<file path="src/rtl/fifo_reader.sv">
// Purpose: drains a programmed number of words from a synchronous FIFO onto a valid/ready stream.
// Latency: start sampled at E0, first pop at E1, first o_valid after E2; one word per cycle sustained.
// Backpressure: pops throttle so buffered + in-flight words never exceed the 2-entry output buffer.
module fifo_reader #(
  parameter int DATA_WIDTH = 16,
  parameter int LEN_WIDTH  = 8
) (
  input  logic                  clk,
  input  logic                  rst,
  input  logic                  i_start,
  input  logic [LEN_WIDTH-1:0]  i_len,
  input  logic                  i_abort,
  input  logic [DATA_WIDTH-1:0] fifo_data,
  input  logic                  fifo_empty,
  output logic                  fifo_pop,
  output logic                  fifo_flush,
  output logic [DATA_WIDTH-1:0] o_data,
  output logic                  o_valid,
  input  logic                  i_ready,
  output logic                  o_busy,
  output logic                  o_done,
  output logic [LEN_WIDTH-1:0]  o_count
);

  typedef enum logic [1:0] {
    IDLE  = 2'd0,
    RUN   = 2'd1,
    ABORT = 2'd2,
    DONE  = 2'd3
  } state_t;

  state_t                state_q, state_d;
  logic [LEN_WIDTH-1:0]  len_q, len_d;
  logic [LEN_WIDTH-1:0]  pops_q, pops_d;
  logic [LEN_WIDTH-1:0]  count_q, count_d;
  logic [1:0]            occ_q, occ_d;
  logic                  inflight_q, inflight_d;
  logic [DATA_WIDTH-1:0] buf0_q, buf0_d;
  logic [DATA_WIDTH-1:0] buf1_q, buf1_d;

  logic                  hs;
  logic [2:0]            pending;
  logic [1:0]            occ_rd;
  logic [LEN_WIDTH-1:0]  count_inc;

  // Outputs are decoded straight from registered state; buf0 is always the head.
  assign o_valid    = (occ_q != 2'd0);
  assign o_data     = buf0_q;
  assign o_busy     = (state_q != IDLE);
  assign o_done     = (state_q == DONE);
  assign fifo_flush = (state_q == ABORT);
  assign o_count    = count_q;

  // Handshake, pop decision and next-state computation for FSM, counters and buffer.
  always_comb begin
    hs        = (state_q == RUN) && o_valid && i_ready;
    // Words that will still occupy the buffer after this cycle's read, before any new pop.
    pending   = {1'b0, occ_q} + {2'b00, inflight_q} - {2'b00, hs};
    occ_rd    = occ_q - {1'b0, hs};
    count_inc = count_q + {{(LEN_WIDTH-1){1'b0}}, 1'b1};
    fifo_pop  = (state_q == RUN) && !fifo_empty && (pops_q < len_q) && (pending < 3'd2);

    state_d    = state_q;
    len_d      = len_q;
    pops_d     = pops_q;
    count_d    = count_q;
    occ_d      = occ_q;
    inflight_d = inflight_q;
    buf0_d     = buf0_q;
    buf1_d     = buf1_q;

    case (state_q)
      IDLE: begin
        if (i_start) begin
          len_d      = i_len;
          pops_d     = '0;
          count_d    = '0;
          occ_d      = 2'd0;
          inflight_d = 1'b0;
          state_d    = (i_len != '0) ? RUN : DONE;
        end
      end
      RUN: begin
        if (i_abort) begin
          // Abort wins over completion: drop buffered and in-flight data, count nothing.
          occ_d      = 2'd0;
          inflight_d = 1'b0;
          state_d    = ABORT;
        end else begin
          if (hs) begin
            buf0_d  = buf1_q;
            count_d = count_inc;
            if (count_inc == len_q) begin
              state_d = DONE;
            end
          end
          // The word popped last cycle lands behind whatever survives this cycle's read.
          if (inflight_q) begin
            if (occ_rd == 2'd0) begin
              buf0_d = fifo_data;
            end else begin
              buf1_d = fifo_data;
            end
          end
          occ_d      = occ_rd + {1'b0, inflight_q};
          inflight_d = fifo_pop;
          pops_d     = pops_q + {{(LEN_WIDTH-1){1'b0}}, fifo_pop};
        end
      end
      ABORT: begin
        state_d = IDLE;
      end
      DONE: begin
        state_d = IDLE;
      end
      default: begin
        state_d = IDLE;
      end
    endcase
  end

  // State register with synchronous reset; reset abandons any transfer without flush or done.
  always_ff @(posedge clk) begin
    if (rst) begin
      state_q    <= IDLE;
      len_q      <= '0;
      pops_q     <= '0;
      count_q    <= '0;
      occ_q      <= 2'd0;
      inflight_q <= 1'b0;
      buf0_q     <= '0;
      buf1_q     <= '0;
    end else begin
      state_q    <= state_d;
      len_q      <= len_d;
      pops_q     <= pops_d;
      count_q    <= count_d;
      occ_q      <= occ_d;
      inflight_q <= inflight_d;
      buf0_q     <= buf0_d;
      buf1_q     <= buf1_d;
    end
  end

endmodule

</file>
<file path="config.mk">
export PLATFORM = sky130hd
export DESIGN_NAME = fifo_reader
export DESIGN_NICKNAME = d
export VERILOG_FILES = /design/src/rtl/fifo_reader.sv
export SDC_FILE = /design/constraint.sdc
export NUM_CORES = 1
export LEC_CHECK = 0
export CORE_MARGIN = 5
export CORE_UTILIZATION = 50
export CTS_CLUSTER_DIAMETER = 50
export DETAILED_ROUTE_END_ITERATION = 8
export PLACE_DENSITY = 0.83
export REMOVE_ABC_BUFFERS = 1
export SYNTH_ARGS = -nofsm -noshare
export SYNTH_HDL_FRONTEND = slang
export SYNTH_SLANG_ARGS = --single-unit
</file>
<file path="constraint.sdc">
create_clock -name clk -period 4.3 [get_ports clk]
set_input_delay 0.645 -clock clk [delete_from_list [all_inputs] [get_ports clk]]
set_output_delay 0.645 -clock clk [all_outputs]
set_load 0.1 [all_outputs]
</file>
==> flow_metrics.env, run 1 <==
export IMPL_path_cells="clkdlybuf4s50_1 -> nand3_4 -> nor2_1 -> o21ai_1 -> fa_1 -> xor2_1 -> a2111oi_0 -> o21a_1 -> buf_12"
export IMPL_hold_violations=0
export IMPL_peakVddDrop_uv=255.2
export IMPL_synthAdderAreaFrac=0.05335
export IMPL_finClkSkew_ns=0.008465
export IMPL_cts_tree="built"
export IMPL_grt_pass1_vias=2974
export IMPL_p_clk_frac=0.470
export IMPL_avgViaCountPerCell=5.595
export IMPL_netlist_area_sq_um=3189
export IMPL_worst_slew_pin_slew_ns=1.038
export IMPL_finish_net_count=485
export IMPL_worstPathArrival_ns=2.92
export IMPL_wl_per_cell_um=15.29
export IMPL_grt_antenna_before_repair=0
export IMPL_cts_buffer_depth=2
export IMPL_dp_cells=508
export IMPL_synthMuxAreaShare=0.05022
export IMPL_p_int_w=0.001014
export IMPL_antenna_cells=0
export IMPL_top_usage_layer="met2"
export IMPL_critPathLaunchType="input port"
export IMPL_min_period_over_period=0.8289
export IMPL_sw_frac_of_total=0.2533
export IMPL_synthSimpleGateAreaFrac=0.2570
export IMPL_drive_gt1_frac=0.07606
export IMPL_dr_pass1_iters=4
export IMPL_worstPathMaxFanout=3
export IMPL_io_pins=59
export IMPL_core_area_sq_um=6277
export IMPL_die_w_um=89.87
export IMPL_num_vias=2932
export IMPL_h_tree_depth=3
export IMPL_netlist_top_cells_area="dfxtp_1 (38%), nor2_1 (7.5%), mux2i_1 (5.0%)"
export IMPL_startpoint="i_ready"
export IMPL_synth_top_cell_area_share=0.3829
export IMPL_crit_type="input port to output port"
export IMPL_max_slew_margin=0.3056
export IMPL_totalWireLength_um=8011
export IMPL_fin_tns_setup_ns=0
export IMPL_num_rows=29
export IMPL_gp_congestion=0.9066
export IMPL_path_clk_slew_ns=0.08
export IMPL_maxCapViolCount=0
export IMPL_max_stage_delay_ns=0.52
export IMPL_min_path_type="flop to flop"
export IMPL_power_density_nw_per_um2=335.7
export IMPL_areaGrowthSynthToFinish_pct=26.79
export IMPL_remaining_drc_errors=0
export IMPL_port_buffers=58
export IMPL_synth_seq_area_share=0.3829
export IMPL_combPwrFrac=0.103
export IMPL_cp_end_kind="output port"
export IMPL_grt_total_usage=0.1987
export IMPL_syn_area_per_cell_sq_um=8.178
export IMPL_clkLatencyLatePin_ns=0.34
export IMPL_grt_max_degree=58
export IMPL_synthXorXnorAreaFrac=0.04668
export IMPL_maxSlewViolCount=0
export IMPL_ctsResizeCount=0
export IMPL_seqPwrFrac=0.428
export IMPL_ys_flop_type="dfxtp_1"
export IMPL_synth_edf_count=0
export IMPL_cts_hold_buf=0
export IMPL_p_leak_nw=1.590
export IMPL_rsz0062_at_grt="no"
export IMPL_dp_hpwl_um=5536
export IMPL_status="finished, final reports clean"
export IMPL_synth_top_cell_by_area="dfxtp_1"
export IMPL_setup_viol_count_final=0
export IMPL_ys_types=48
export IMPL_die_h_um=89.87
export IMPL_final_cells=524
export IMPL_antenna_left=0
export IMPL_grt_pass1_wl_um=13500
export IMPL_grt_met3_usage=0.06845
export IMPL_numCtsBuffers=9
export IMPL_synth_seq_cells=61
export IMPL_async_reset_ff_frac=0
export IMPL_fmax_mhz=280.6
export IMPL_start_util=0.5081
export IMPL_worstPathRequired_ns=3.65
export IMPL_hp_start="pops_q[0]"
export IMPL_overflow=0
export IMPL_period_needed_ns=3.564
export IMPL_slowest_stage="clkdlybuf4s50_1"
export IMPL_drt_iter0_drc=146
export IMPL_ys_warn_count=0
export IMPL_timing_rr_start="state_q[0]"
export IMPL_cts_root_buffer_cell="clkbuf_8"
export IMPL_postSynthCellCount=390
export IMPL_p_switching_w=0.0003438
export IMPL_use_met2=0.3189
export IMPL_synth_top_family_by_area="simple AND/OR/NAND/NOR gates"
export IMPL_numClockSinks=61
export IMPL_dieArea_sq_um=8076
export IMPL_synth_compound_area_frac=0.1620
export IMPL_cts_setup_buffers=0
export IMPL_met1_usage=0.2387
[logic make-up after synthesis]
kind of cell,after synthesis
AOI/OAI and AO/OA,79
muxes,16
and+or+nand+nor,170
adders and majority gates,13
buffers and inverters,34
xor gates and xnor gates,17
DFF,61
[critical path: cells and delay by family]
family / cells / cell delay, ns
AND/OR/NAND/NOR: 2 / 0.25
adder cells (fa/ha/maj): 1 / 0.38
XOR/XNOR: 1 / 0.15
AO/OA/AOI/OAI: 3 / 0.77
buffers and inverters: 2 / 0.72
[Yosys cell counts, types with 7 or more instances]
cell type,instances
a311oi_1,7
inv_1,12
o21ai_0,18
nand2_1,31
nand2b_1,8
ha_1,12
nor2_1,64
a21oi_1,20
nor3_1,32
dfxtp_1,61
mux2i_1,16
clkbuf_1,11
o21a_1,17
xnor2_1,12
[state kept, by name, summed over array words and instances, names as in the netlist]
name and flops:
o_data 16, inflight_q 1, o_count 8, state_q 2
buf1_q 16, pops_q 8, occ_q 2, len_q 8
[power by group through the flow]
stage,Combinational [W],Sequential (W),Clock (W)
after floorplan,0.0000683,0.000599,0
after global placement,0.000135,0.000594,0
after detailed placement,0.000138,0.000594,0
after CTS,0.000139,0.000581,0.000646
after global routing,0.000151,0.000582,0.000670
final,0.000139,0.000581,0.000638
[path summary, 6_finish.rpt]
kind	end	slack [ns]	cells after the start
hold / removal	pops_q[0]	0.48	2
setup / recovery	fifo_pop	0.74	9
setup reg to reg	pops_q[6]	0.87	13
hold reg to reg	pops_q[0]	0.48	2
[per-stage QoR]
stage	power [W]	cell area (sq um)	worst slack [ns]	utilization	hold slack [ns]
floorplan	0.0006669	3085	-0.3639	-	0.4380
global placement	0.0007290	3797	0.5787	0.6049	0.4603
detailed placement	0.0007315	3797	0.4775	0.6049	0.4732
CTS	0.001366	4044	0.7258	0.6442	0.4835
global route	0.001403	4044	0.5492	0.6442	0.5031
finish	0.001358	4044	0.7358	0.6442	0.4813
[cell type report]
type | count | area [sq um]
clock buffers | 9 | 123.9
well taps | 77 | 96.34
flip-flops and latches | 61 | 1221
clock inverters | 7 | 122.6
repair buffers | 62 | 615.6
inverters | 13 | 48.80
fillers | 528 | 2233
multi-input cells | 295 | 1815
[cells in the final DEF, fill, tap and decap left out, drive strengths merged, types with 2 or more instances in the layout]
master,count
or3,2
a21oi,22
and3,3
nor3,32
clkdlybuf4s50,56
a31oi,4
ha,12
nor2,65
buf,6
xor2,5
nand4,3
clkinvlp,2
nand3,9
nor4,4
a21o,4
o21a,18
and2,4
clkbuf,9
xnor2,12
inv,14
nand2,31
o21ai,19
mux2i,16
or2,3
a311oi,7
nor2b,2
dfxtp,61
bufinv,3
nand2b,8
[per-layer routing]
| metal | vias to the layer above | part of all wire |
|---|---|---|
| li1 | 1451 | - |
| met1 | 1357 | 0.44 |
| met2 | 107 | 0.47 |
| met3 | 17 | 0.071 |
| met4 | 0 | 0.019 |
| met5 | - | 0 |
Power figures use the tool's default switching activity.
==> run 2, diff against run 1 <==
clock period = 3.5 ns   (was 4.3 ns; I/O delays follow)
==> flow_metrics.env, run 2 (synthesis results as in run 1) <==
export IMPL_die_w_um=89.87
export IMPL_grt_total_usage=0.1967
export IMPL_finClkSkew_ns=0.007554
export IMPL_cts_setup_buffers=0
export IMPL_drt_iter0_drc=234
export IMPL_setup_viol_count_final=0
export IMPL_period_needed_ns=3.262
export IMPL_grt_antenna_before_repair=0
export IMPL_startpoint="state_q[0]"
export IMPL_timing_rr_start="state_q[0]"
export IMPL_status="finished, final reports clean"
export IMPL_areaGrowthSynthToFinish_pct=27.42
export IMPL_dieArea_sq_um=8076
export IMPL_num_vias=2971
export IMPL_final_cell_mix="nor2_1 (64), dfxtp_1 (61), clkdlybuf4s50_1 (52)"
export IMPL_finish_net_count=492
export IMPL_p_leak_nw=1.614
export IMPL_rsz0062_at_grt="no"
export IMPL_numClockSinks=61
export IMPL_cts_tree="built"
export IMPL_max_slew_margin=0.3291
export IMPL_antenna_cells=0
export IMPL_cts_buffer_depth=2
export IMPL_drive_gt1_frac=0.09912
export IMPL_gp_congestion=0.8740
export IMPL_min_period_over_period=0.9321
export IMPL_crit_type="flop to output port"
export IMPL_dr_pass1_iters=4
export IMPL_hold_violations=0
export IMPL_fmax_mhz=306.5
export IMPL_min_path_type="flop to flop"
export IMPL_num_rows=29
export IMPL_worstPathArrival_ns=2.74
export IMPL_overflow=0
export IMPL_layout_commonest_cell="nor2_1"
export IMPL_core_area_sq_um=6277
export IMPL_antenna_left=0
export IMPL_power_density_nw_per_um2=391.4
export IMPL_cts_root_buffer_cell="clkbuf_8"
export IMPL_cp_end_kind="output port"
export IMPL_numCtsBuffers=9
export IMPL_start_util=0.5081
export IMPL_hp_start="o_data[15]"
export IMPL_h_tree_depth=3
export IMPL_avgViaCountPerCell=5.595
export IMPL_critPathLaunchType="flop"
export IMPL_final_cells=531
export IMPL_dp_hpwl_um=5597
export IMPL_io_pins=59
export IMPL_remaining_drc_errors=0
export IMPL_grt_max_degree=39
export IMPL_dp_cells=515
export IMPL_grt_pass1_vias=3034
export IMPL_maxCapViolCount=0
export IMPL_worst_slew_pin_slew_ns=1.003
export IMPL_totalWireLength_um=7927
export IMPL_port_buffers=58
export IMPL_wl_per_cell_um=14.93
export IMPL_peakVddDrop_uv=248.5
export IMPL_fin_tns_setup_ns=0
export IMPL_worstPathRequired_ns=2.97
export IMPL_clkLatencyLatePin_ns=0.34
export IMPL_die_h_um=89.87
export IMPL_worstPathMaxFanout=9
export IMPL_path_clk_slew_ns=0.07
export IMPL_maxSlewViolCount=0
export IMPL_utilization=0.6474
export IMPL_grt_pass1_wl_um=13450
-- run 2: cell count changes in the layout (fill, tap and decap cells not counted) --
cell and change:
bufinv_16 -1, buf_4 +11, clkinv_4 -1, a2111oi_1 +1, clkinvlp_4 +2, a2111oi_0 -1
clkdlybuf4s50_1 -4
-- run 2: final cells by class --
class | instances | area (sq um)
clock buffers | 9 | 123.9
fillers | 523 | 2213
inverters | 13 | 48.80
flip-flops and latches | 61 | 1221
repair buffers | 69 | 658.1
multi-input cells | 295 | 1817
clock inverters | 7 | 98.84
well taps | 77 | 96.34
-- run 2: worst paths after layout --
kind / to / slack [ns] / cells after the start
worst min-delay path: o_data[15] / 0.48 / 2
worst max-delay path: fifo_pop / 0.24 / 10
worst max register to register: pops_q[6] / 0.32 / 13
worst min register to register: o_data[15] / 0.48 / 2
-- run 2: layer usage --
layer	vias up	share of wire	GRT usage
li1	1473	-	-
met1	1385	0.45	0.2271
met2	98	0.46	0.3250
met3	15	0.075	0.07429
met4	0	0.018	0.08313
met5	-	0	0
-- run 2: metrics by stage --
stage	total power [W]	worst slack, ns	instance area (sq um)	hold slack (ns)
6_report	0.001591	0.2377	4064	0.4840
5_1_grt	0.001650	0.04045	4064	0.5060
4_1_cts	0.001599	0.2127	4063	0.4828
3_5_place_dp	0.0009008	0.04135	3840	0.4686
3_3_place_gp	0.0008976	0.1111	3840	0.4599
2_1_floorplan	0.0008193	-1.164	3085	0.4380
-- run 2: what timing repair did --
action | in CTS | in global routing
setup endpoints to repair | 0 | 1
hold buffers | 0 | 0
gates resized for setup | 0 | 1
-- run 2: worst max-delay path, stage by stage (launching register included) --
cell       delay, ns
dfxtp_1         0.47
and2b_2         0.26
nand3_4         0.08
nor2_1          0.12
o21ai_1         0.10
fa_1            0.38
xor2_1          0.15
a2111oi_1       0.33
o21a_1          0.20
buf_4           0.13
buf_12          0.16
-- run 2: where the power goes --
part / switching (W) / leakage, nW / internal [W]
clock: 0.000301 / 0.0981 / 0.000403
sequential: 0.0000110 / 0.493 / 0.000703
combinational: 0.000106 / 1.02 / 0.0000681
